`src/rtl/uart_rx.sv`:
```
// UART receiver: 16x oversampled, LSB-first, start/data/stop framing.
// Samples each bit at its midpoint using the external s_tick enable.
module uart_rx #(
  parameter int unsigned DBIT    = 8,
  parameter int unsigned SB_TICK = 16
) (
  input  logic       clk,
  input  logic       reset,
  input  logic       s_tick,
  input  logic       rx,
  output logic [7:0] dout,
  output logic       rx_done_tick,
  output logic       frame_err
);

  localparam int unsigned SW = (SB_TICK > 16) ? 5 : 4;

  typedef enum logic [1:0] {StIdle, StStart, StData, StStop} state_e;

  state_e            state_q, state_d;
  logic [SW-1:0]     s_cnt_q, s_cnt_d;
  logic [2:0]        n_cnt_q, n_cnt_d;
  logic [DBIT-1:0]   b_q, b_d;
  logic [7:0]        dout_q, dout_d;
  logic              ferr_q, ferr_d;
  logic              done_q, done_d;
  logic [1:0]        sync_q;
  logic              rx_s;

  // Synchronizer resets to the idle-high line level so reset never looks like a start bit.
  always_ff @(posedge clk) begin
    if (reset) begin
      sync_q <= 2'b11;
    end else begin
      sync_q <= {sync_q[0], rx};
    end
  end

  assign rx_s = sync_q[1];

  always_ff @(posedge clk) begin
    if (reset) begin
      state_q <= StIdle;
      s_cnt_q <= '0;
      n_cnt_q <= '0;
      b_q     <= '0;
      dout_q  <= '0;
      ferr_q  <= 1'b0;
      done_q  <= 1'b0;
    end else begin
      state_q <= state_d;
      s_cnt_q <= s_cnt_d;
      n_cnt_q <= n_cnt_d;
      b_q     <= b_d;
      dout_q  <= dout_d;
      ferr_q  <= ferr_d;
      done_q  <= done_d;
    end
  end

  always_comb begin
    state_d = state_q;
    s_cnt_d = s_cnt_q;
    n_cnt_d = n_cnt_q;
    b_d     = b_q;
    dout_d  = dout_q;
    ferr_d  = ferr_q;
    done_d  = 1'b0;
    unique case (state_q)
      StIdle: begin
        if (!rx_s) begin
          state_d = StStart;
          s_cnt_d = '0;
        end
      end
      StStart: begin
        if (s_tick) begin
          if (s_cnt_q == SW'(7)) begin
            // Line back high at mid start bit: treat as a glitch.
            if (!rx_s) begin
              state_d = StData;
              s_cnt_d = '0;
              n_cnt_d = '0;
            end else begin
              state_d = StIdle;
            end
          end else begin
            s_cnt_d = s_cnt_q + 1'b1;
          end
        end
      end
      StData: begin
        if (s_tick) begin
          if (s_cnt_q == SW'(15)) begin
            s_cnt_d = '0;
            b_d     = {rx_s, b_q[DBIT-1:1]};
            if (n_cnt_q == 3'(DBIT - 1)) begin
              state_d = StStop;
            end else begin
              n_cnt_d = n_cnt_q + 1'b1;
            end
          end else begin
            s_cnt_d = s_cnt_q + 1'b1;
          end
        end
      end
      StStop: begin
        if (s_tick) begin
          if (s_cnt_q == SW'(SB_TICK - 1)) begin
            state_d = StIdle;
            dout_d  = 8'(b_q);
            ferr_d  = ~rx_s;
            done_d  = 1'b1;
          end else begin
            s_cnt_d = s_cnt_q + 1'b1;
          end
        end
      end
      default: state_d = StIdle;
    endcase
  end

  assign dout         = dout_q;
  assign frame_err    = ferr_q;
  assign rx_done_tick = done_q;

endmodule

```
`config.mk`:
```
export PLATFORM = sky130hd
export DESIGN_NAME = uart_rx
export DESIGN_NICKNAME = d
export VERILOG_FILES = /design/src/rtl/uart_rx.sv
export SDC_FILE = /design/constraint.sdc
export NUM_CORES = 1
export LEC_CHECK = 0
export ABC_AREA = 1
export CAP_MARGIN = 20
export CORE_MARGIN = 5
export CORE_UTILIZATION = 58
export CTS_CLUSTER_SIZE = 28
export DETAILED_ROUTE_END_ITERATION = 6
export PLACE_DENSITY_LB_ADDON = 0.1
export SYNTH_ARGS = -nofsm -noshare
export SYNTH_HDL_FRONTEND = slang
export SYNTH_SLANG_ARGS = --single-unit
```
`constraint.sdc`:
```
create_clock -name clk -period 3.4 [get_ports clk]
set_input_delay 0.68 -clock clk [delete_from_list [all_inputs] [get_ports clk]]
set_output_delay 0.68 -clock clk [all_outputs]
set_load 0.01 [all_outputs]
```
== After elaboration in Yosys (flattened, before gate mapping) ==
Cells that the tools add are included.
Widths: inputs -> output; s select.
Word-level totals
  bits in registers: 29
  bits of input ports: 4
  output and inout port bits: 10
  word-level logic and storage cells: 64
Cells by class
  $add $sub $neg: 2
  equal/unequal tests: 17
  multiplexer cells: 26
  bitwise operators: 3
  reductions and logical operators: 8
Operator list (number)
  $mux 4: 7
  $ne 2x2->1 const B: 11
  $mux 2: 9
  $mux 3: 6
  $pmux 4 s4: 1
  $pmux 2 s4: 1
  $reduce_and 8->1: 1
  $reduce_and 7->1: 1
  $pmux 3 s2: 1
  $reduce_and 3->1: 2
  $add 4x1->4 const B: 1
  $eq 2x2->1 const B: 2
  $eq 4x3->1 const B: 1
  $eq 4x4->1 const B: 1
  $reduce_and 4->1: 1
  $add 3x1->3 const B: 1
  $eq 3x3->1 const B: 1
  $not 1->1: 3
  $reduce_or 3->1: 1
  $eq 2x1->1 const B: 1
  $logic_not 2->1: 1
  $reduce_bool 2->1: 1
  $mux 1: 1

== Longest topological paths before layout ==
Gate-level depths: netlist (run 1).
  depth in word-level cells: 5
  mapped depth: 9
  gate-level depth less buffers: 9

== Least setup slack after synthesis (run 1) ==
OpenSTA, ideal clock, no wires.
  kind: register to register
  start: register n_cnt_q[0]
  end: register n_cnt_q[0]
  library setup time: 0.113 ns
  data arrival time: 1.306 ns
  required time: 3.287 ns
  slack: 1.981 ns
  stages on the path, launching flop included: 9
  buffers on the path: 0
  clock period less this slack: 1.419 ns
  path through: dfxtp_1 ha_1 ha_1 nor3_1 o21ai_0 nor2_1 nand2_1 nand2_1 nor2_1
Between the ends
  cells in the longest elaborated chain, start to end: 5
  elaborated cells between the ends (all ways): 8
  those cells by class: add/sub (1); eq/ne (2); mux (4); reduce/logical (1)
Ends and longest elaborated chain
  start: declaration: RTL line 22  | logic [2:0] n_cnt_q, n_cnt_d;
  start signal: assignment: RTL line 53  | n_cnt_q <= n_cnt_d;
  $add 3x1->3: RTL line 100  | n_cnt_d = n_cnt_q + 1'b1;
  $mux 3: RTL line 97  | if (n_cnt_q == 3'(DBIT - 1)) begin
  $mux 3: RTL line 94  | if (s_cnt_q == SW'(15)) begin
  $mux 3: RTL line 93  | if (s_tick) begin
  $pmux 3 s2: RTL line 69  | unique case (state_q)
Parallel ways exist; a longest one is shown, timed or not. The select of a mux whose other input is x is not followed.
A chain may end at the register's enable or synchronous reset.

== Worst setup path after layout (run 1) ==
  start: register dout_q[3], in the netlist dout[3]
  end: output port dout[3]
RTL lines
  start: declaration: RTL line 24  | logic [7:0] dout_q, dout_d;
  start signal: assignment: RTL line 55  | dout_q <= dout_d;
  end: declaration: RTL line 11  | output logic [7:0] dout,
No word-level cell between the ends.

==> results of run 1 <==
==> final timing paths <==
kind | slack [ns] | cells after the start | to | from
worst max-delay path | 1.50 | 1 | dout[3] | dout[3]
worst min-delay path | 0.42 | 1 | sync_q[1] | sync_q[0]
worst max register to register | 1.75 | 7 | frame_err | s_cnt_q[0]
worst min register to register | 0.42 | 1 | sync_q[1] | sync_q[0]
==> layout make-up <==
class                           instances  area share, %
Multi-Input combinational cell        131          41.54
Sequential cell                        29          39.26
Timing Repair Buffer                   13          8.799
Clock buffer                            7          4.399
Inverter                               13          3.384
Tap cell                               27          2.284
Clock inverter                          1         0.3384
==> stage by stage <==
stage,cells,instance area (µm²)
3_5_place_dp,213,1409
6_report,221,1479
5_1_grt,221,1479
3_3_place_gp,213,1409
2_1_floorplan,176,1264
4_1_cts,221,1479
==> cells by family after synthesis <==
| group | count (synthesis) |
|---|---|
| compound gates | 25 |
| xor+xnor | 1 |
| buf+inv | 16 |
| fa+ha+maj | 3 |
| simple gates | 102 |
| flops | 29 |
==> state kept, by name (all words and copies together) (netlist names), named ones only <==
register	cells
n_cnt_q	3
state_q	1
s_cnt_q	4
sync_q	2
rx_done_tick	1
frame_err	1
b_q	8
dout	8
==> power by group <==
group          switching [mW]  internal (mW)  leakage, nW
combinational          0.0462         0.0272        0.348
sequential             0.0151          0.348        0.234
clock                   0.119          0.120       0.0413
==> metal layers <==
| layer | track usage [%] | up-vias | part of all wire [%] |
|---|---|---|---|
| met5 | 0 | - | 0 |
| met4 | 7.119 | 0 | 1.5 |
| met3 | 7.569 | 4 | 6.0 |
| met2 | 24.42 | 21 | 42 |
| met1 | 21.71 | 472 | 50 |
| li1 | - | 590 | - |
==> cell usage in the layout, fill, tap and decap left out, types with 2 or more instances in the layout <==
master           Yosys  layout
a21oi_1              5       5
a21oi_2              2       2
clkbuf_4             0       5
clkbuf_8             0       2
clkdlybuf4s50_1      0      13
clkinv_2             1       2
dfxtp_1             29      29
ha_1                 3       3
inv_1               11      11
nand2_1             34      34
nand2_2              2       2
nand3_1              8       8
nor2_1              49      49
nor2_2               2       2
nor3_1               2       2
o21ai_0             17      17
or2_2                2       2
==> flow_metrics.tcl, run 1 <==
set metrics [dict create \
    layout.nets 200 \
    cp_num_buf_inv 1 \
    finalHoldViolations 0 \
    pwr_density_cell_nw_per_um2 457.0 \
    yosys.area.top_type "dfxtp_1" \
    status "completed" \
    drv_slew 0 \
    ir_drop_mv 0.3164 \
    die_area_um2 3212 \
    place_worst_setup_slack_ns 1.247 \
    die_x_um 56.68 \
    grt_pass1_wl_um 4195 \
    cts_sinks 29 \
    synth_edf_count 0 \
    worstSetupStartpointType "flip-flop" \
    critPathCaptureType "primary output" \
    fillerInstances 175 \
    synthSimpleGateAreaFrac_pct 34.46 \
    dr_total_vias 1087 \
    top_level_ports 14 \
    drive_above_1_share_pct 10.31 \
    viasPerCell 4.919 \
    grt_pass1_vias 951 \
    fin_tns_setup_ns 0 \
    skew_ns 0.006934 \
    syn_nets 183 \
    gp_congestion 0.8346 \
    hold_class "reg2reg" \
    io_buffer_count 13 \
    leakagePower_nw 0.6238 \
    numCtsBuffers 5 \
    synth.top_cells.by_count "nor2_1 (49), nand2_1 (34), dfxtp_1 (29), o21ai_0 (17), inv_1 (11)" \
    power_mw 0.6759 \
    grt_max_degree 23 \
    route.detailed.wl_per_inst_um 10.70 \
    hold_ws_ns 0.4182 \
    synth_top_family_by_area "simple AND/OR/NAND/NOR gates" \
    synthAdderAreaFrac_pct 2.970 \
    clk_transition_reported_paths_ns 0.09 \
    h-tree-depth 2 \
    drcViolationCount 0 \
    finalSetupViolCount 0 \
    start_util_pct 62.50 \
    yosys.cell_types.count 22 \
    yosysMostFrequentCell "nor2_1" \
    crit_family "buffers and inverters" \
    grt_usage_pct 16.94 \
    synth_xor_area_share_pct 0.6931 \
    tightest_slew_ns 0.5145 \
    post_cts_resize_count 0 \
    worstPathArrival_ns 1.22 \
    period_share_pct 55.88 \
    dr.pass1.iters 4 \
    synth_mux_area_share_pct 0 \
    antenna_found_initial 0 \
    maxCapViolations 0 \
    seq_area_um2 580.6 \
    synth_seq_cells 29 \
    synth.top_cells.by_area "dfxtp_1 (46%), nor2_1 (15%), nand2_1 (10%)" \
    utilization_pct 73.14 \
    yosys_most_used_dff "dfxtp_1" \
    critPathSlowestCell "clkdlybuf4s50_1" \
    rows 16 \
    fmax_ghz 0.5264 \
    avgSynthCellArea_um2 7.180 \
    wirelength_um 2364 \
    max_stage_delay_ns 0.55 \
    post_cts_buffers 0 \
    worstPathCellList "clkdlybuf4s50_1" \
    gr-total-overflow 0 \
    worst_ep_required_time_ns 2.72 \
    synth_compound_gate_area_share_pct 10.50 \
    path_max_fanout 2 \
    cts_tree "done" \
    relSlewSlack_pct 65.66 \
    multi_input_area_um2 614.3 \
    root_buffer "clkbuf_4" \
    holdBufCountCts 0 \
    postLayoutSetupSlackWorst_ns 1.500 \
    drt_iter0_drc 18 \
    netlist_area_um2 1264 \
    synth-async-reset-ratio_pct 0 \
    ys_seq_area_share_pct 45.94 \
    clock_latency_ns 0.33 \
    dieHeight_um 56.68 \
    clock_path_buffers 2 \
    area_growth_pct 17.03 \
    grt_setup_unrepaired "no" \
    synthCells 176 \
    post-route-min-period_ns 1.900 \
    postRouteAntennaNets 0 \
    netlist.area_leader.share_pct 45.94 \
    ys.warnings.count 0 \
    coreArea_um2 2022 \
    worstSetupPathType "reg2out" \
    diodes 0 \
    hpwl_um 1693 \
]
Note: power is estimated with default switching activity, not from simulation.
==> run 2: changes to the inputs <==
--- a/config.mk
+++ b/config.mk
@@ -8,7 +8,7 @@
 export ABC_AREA = 1
 export CAP_MARGIN = 20
 export CORE_MARGIN = 5
-export CORE_UTILIZATION = 58
+export CORE_UTILIZATION = 49
 export CTS_CLUSTER_SIZE = 28
 export DETAILED_ROUTE_END_ITERATION = 6
 export PLACE_DENSITY_LB_ADDON = 0.1
==> constraint.sdc (replaced) <==
create_clock -name clk -period 1.6 [get_ports clk]
set_input_delay 0.32 -clock clk [delete_from_list [all_inputs] [get_ports clk]]
set_output_delay 0.32 -clock clk [all_outputs]
set_load 0.01 [all_outputs]
==> run 2 against run 1 <==
  * Sequential power increased by 110%
  * Setup slack got worse by 1.4 ns
  * Hold slack better by 0.013 ns
  * Via count grew 2.1%
==> flow_metrics.tcl, run 2 (synthesis results as in run 1) <==
set metrics [dict create \
    pwr_density_cell_nw_per_um2 889.0 \
    place_inst 221 \
    postLayoutSetupSlackWorst_ns 0.08062 \
    multi_input_area_um2 639.4 \
    worst_ep_required_time_ns 1.28 \
    drive_above_1_share_pct 17.00 \
    status "completed" \
    drcViolationCount 0 \
    final_common_cell "nor2_1" \
    grt_max_degree 23 \
    grt_usage_pct 15.17 \
    hold_ws_ns 0.4312 \
    relSlewSlack_pct 81.84 \
    numCtsBuffers 5 \
    holdBufCountCts 0 \
    postRouteAntennaNets 0 \
    root_buffer "clkbuf_4" \
    antenna_found_initial 0 \
    fillerInstances 229 \
    start_util_pct 51.01 \
    clk_transition_reported_paths_ns 0.10 \
    final_cell_mix "nor2_1 (47), nand2_1 (34), dfxtp_1 (28)" \
    clock_path_buffers 2 \
    io_buffer_count 13 \
    worstPathCellList "clkdlybuf4s50_1" \
    grt_pass1_vias 1006 \
    viasPerCell 4.826 \
    utilization_pct 62.63 \
    wirelength_um 2286 \
    clock_latency_ns 0.32 \
    post-route-min-period_ns 1.519 \
    cts_sinks 29 \
    critPathCaptureType "primary output" \
    finalHoldViolations 0 \
    fmax_ghz 0.6582 \
    area_growth_pct 22.77 \
    seq_area_um2 581.8 \
    place_worst_setup_slack_ns -0.04299 \
    h-tree-depth 2 \
    startpoint "dout[3]" \
    coreArea_um2 2477 \
    hpwl_um 1682 \
    layout.nets 206 \
    leakagePower_nw 0.6419 \
    grt_pass1_wl_um 4091 \
    worstSetupStartpointType "flip-flop" \
    max_stage_delay_ns 0.53 \
    crit_family "buffers and inverters" \
    die_area_um2 3695 \
    critPathSlowestCell "clkdlybuf4s50_1" \
    rows 18 \
    r2r-start "n_cnt_q[0]" \
    hold_start "sync_q[0]" \
    cp_num_buf_inv 1 \
    drt_iter0_drc 23 \
    drv_slew 0 \
    skew_ns 0.007999 \
    tightest_slew_ns 0.2703 \
    top_level_ports 14 \
    diodes 0 \
    hold_class "reg2reg" \
    dr.pass1.iters 4 \
    route.detailed.wl_per_inst_um 9.939 \
    gp_congestion 0.8824 \
    power_mw 1.379 \
    worstSetupPathType "reg2out" \
    gr-total-overflow 0 \
    worstPathArrival_ns 1.20 \
    period_share_pct 94.96 \
    finalSetupViolCount 0 \
    ir_drop_mv 0.7432 \
    maxCapViolations 0 \
    dr_total_vias 1110 \
    cts_tree "done" \
    path_max_fanout 2 \
    dieHeight_um 60.79 \
    stdcell_count 230 \
    die_x_um 60.79 \
]
run 2: cell types whose count changed in the layout (fill, tap and decap cells not counted), moves of 2 or more:
cell / previous run / this run
buf_4: 0 / 5
clkbuf_8: 2 / 0
ha_1: 3 / 1
ha_2: 0 / 2
nor2_1: 49 / 47
run 2: routing by layer:
layer | global-route usage [%] | wire (µm) | share of wire [%] | up-vias
li1 | - | - | - | 602
met1 | 15.72 | 1032 | 45 | 480
met2 | 26.26 | 1085 | 47 | 22
met3 | 5.745 | 122 | 5.3 | 6
met4 | 8.359 | 46 | 2.0 | 0
met5 | 0 | 0 | 0 | -
run 2: stage by stage:
step	area, µm²	setup TNS (ns)
6_report	1551	0
5_1_grt	1551	-0.003449
4_1_cts	1523	0
3_5_place_dp	1463	-0.1341
3_3_place_gp	1463	0
2_1_floorplan	1264	0
run 2: layout make-up:
cell class	count	share of cell area (%)
clock buffers	5	2.419
clock inverters	3	1.129
inverters	13	3.226
multi-input cells	131	41.21
flip-flops and latches	29	37.50
well taps	30	2.419
repair buffers	19	12.10
run 2: timing repair:
action,CTS,global route
setup endpoints to repair,2,24
setup buffers,0,1
gates cloned,0,0
pin swaps,0,4
gates resized for setup,2,8
run 2: worst paths after layout:
| check | to | cells past startpoint | slack [ns] |
|---|---|---|---|
| min | sync_q[1] | 1 | 0.43 |
| min reg2reg | sync_q[1] | 1 | 0.43 |
| max | dout[3] | 1 | 0.08 |
| max reg2reg | n_cnt_q[2] | 8 | 0.12 |
run 2: power by group:
group | total, mW | internal, mW | leakage (nW) | switching (mW)
Combinational | 0.194 | 0.0789 | 0.376 | 0.115
Clock | 0.424 | 0.165 | 0.0310 | 0.259
Sequential | 0.761 | 0.741 | 0.235 | 0.0202
Total | 1.38 | 0.985 | 0.642 | 0.394
==> run 3: changes to the inputs <==
--- a/config.mk
+++ b/config.mk
@@ -6,12 +6,13 @@
 export NUM_CORES = 1
 export LEC_CHECK = 0
 export ABC_AREA = 1
-export CAP_MARGIN = 20
+export CAP_MARGIN = 40
 export CORE_MARGIN = 5
 export CORE_UTILIZATION = 49
 export CTS_CLUSTER_SIZE = 28
 export DETAILED_ROUTE_END_ITERATION = 6
-export PLACE_DENSITY_LB_ADDON = 0.1
+export PLACE_DENSITY_LB_ADDON = 0.12
+export RECOVER_POWER = 100
 export SYNTH_ARGS = -nofsm -noshare
 export SYNTH_HDL_FRONTEND = slang
 export SYNTH_SLANG_ARGS = --single-unit
==> run 3 against run 2 <==
  * Clock-buffer cell count is 1 higher
  * Combinational power is 11% higher
  * Largest power group unchanged
  * Die area stayed put
  * Global-route usage is 0.27 points higher
  * Core utilization is 0.15 points lower
  * Sequential cell count stayed put
  * Power is 1.0% higher
  * Design area is 0.24% lower
==> flow_metrics.tcl, run 3 (synthesis results as in run 1) <==
set metrics [dict create \
    status "completed" \
    gr-total-overflow 0 \
    worstSetupStartpointType "flip-flop" \
    pwr_density_cell_nw_per_um2 900.5 \
    finalHoldViolations 0 \
    hpwl_um 1770 \
    grt_usage_pct 15.44 \
    gp_congestion 0.9061 \
    drv_slew 0 \
    worst_ep_required_time_ns 1.28 \
    fmax_ghz 0.6581 \
    holdBufCountCts 0 \
    dr.pass1.iters 4 \
    top_level_ports 14 \
    grt_pass1_vias 1030 \
    maxCapViolations 0 \
    worstSetupPathType "reg2out" \
    final_common_cell "nor2_1" \
    path_depth 1 \
    tightest_slew_ns 0.3108 \
    grt_setup_unrepaired "yes" \
    leakagePower_nw 0.6489 \
    path_max_fanout 2 \
    h-tree-depth 2 \
    drt_iter0_drc 30 \
    grt_max_degree 23 \
    period_share_pct 94.97 \
    rows 18 \
    route.detailed.wl_per_inst_um 10.53 \
    cts_sinks 29 \
    grt_pass1_wl_um 4146 \
    skew_ns 0.004150 \
    die_area_um2 3695 \
    worstPathCellList "clkdlybuf4s50_1" \
    ir_drop_mv 0.7003 \
    layout.nets 208 \
    critPathSlowestCell "clkdlybuf4s50_1" \
    wirelength_um 2444 \
    cts_tree "done" \
    die_x_um 60.79 \
    antenna_found_initial 0 \
    power_mw 1.394 \
    numCtsBuffers 5 \
    dr_total_vias 1125 \
    drcViolationCount 0 \
    postRouteAntennaNets 0 \
    ff2ff_path_depth 8 \
    diodes 0 \
    critPathCaptureType "primary output" \
    drive_above_1_share_pct 15.35 \
    whs_path_depth 1 \
    root_buffer "clkbuf_4" \
    hold_class "reg2reg" \
    cp_num_buf_inv 1 \
    finalSetupViolCount 0 \
    final_cell_mix "nor2_1 (47), nand2_1 (34), dfxtp_1 (28)" \
    coreArea_um2 2477 \
    clk_transition_reported_paths_ns 0.09 \
    clock_latency_ns 0.32 \
    hold_ws_ns 0.4186 \
    viasPerCell 4.849 \
    io_buffer_count 13 \
    post_cts_resize_count 0 \
    max_stage_delay_ns 0.54 \
    crit_family "buffers and inverters" \
    place_inst 224 \
    post-route-min-period_ns 1.520 \
    start_util_pct 51.01 \
    postLayoutSetupSlackWorst_ns 0.08047 \
    area_growth_pct 22.47 \
    utilization_pct 62.47 \
    worstPathArrival_ns 1.20 \
    post_cts_buffers 0 \
    place_worst_setup_slack_ns -0.1207 \
    clock_path_buffers 2 \
    stdcell_count 232 \
    relSlewSlack_pct 79.28 \
    dieHeight_um 60.79 \
]
run 3: cell count changes in the layout (fill, tap and decap cells not counted), sizes merged:
cell / delta
clkbuf: +3
clkdlybuf4s50: -1
clkinvlp: -1
dlygate4sd3: +1
run 3: path summary, 6_finish.rpt:
check / startpoint / end / slack (ns)
min: sync_q[0] / sync_q[1] / 0.42
max: dout[2] / dout[2] / 0.08
max reg2reg: n_cnt_q[0] / n_cnt_q[1] / 0.11
min reg2reg: sync_q[0] / sync_q[1] / 0.42
run 3: cell type report:
class | instances | area, µm²
flip-flops and latches | 29 | 581.8
well taps | 30 | 37.54
clock inverters | 2 | 10.01
fillers | 225 | 929.6
multi-input cells | 131 | 631.9
repair buffers | 21 | 195.2
clock buffers | 6 | 41.29
inverters | 13 | 50.05
run 3: metal layers:
layer	global-route usage, %	share of wire (%)	up-vias
li1	-	-	604
met1	16.52	45	497
met2	26.56	48	17
met3	5.106	5.2	7
met4	8.669	2.2	0
met5	0	0	-
run 3: where the power goes:
group	switching (mW)	internal (mW)
combinational	0.131	0.0846
sequential	0.0196	0.741
clock	0.251	0.167
run 3: per-stage QoR:
stage | cell area (µm²) | TNS [ns]
floorplan | 1264 | 0
global placement | 1485 | -0.1189
detailed placement | 1485 | -0.6035
CTS | 1536 | 0
global route | 1548 | -0.0003624
finish | 1548 | 0
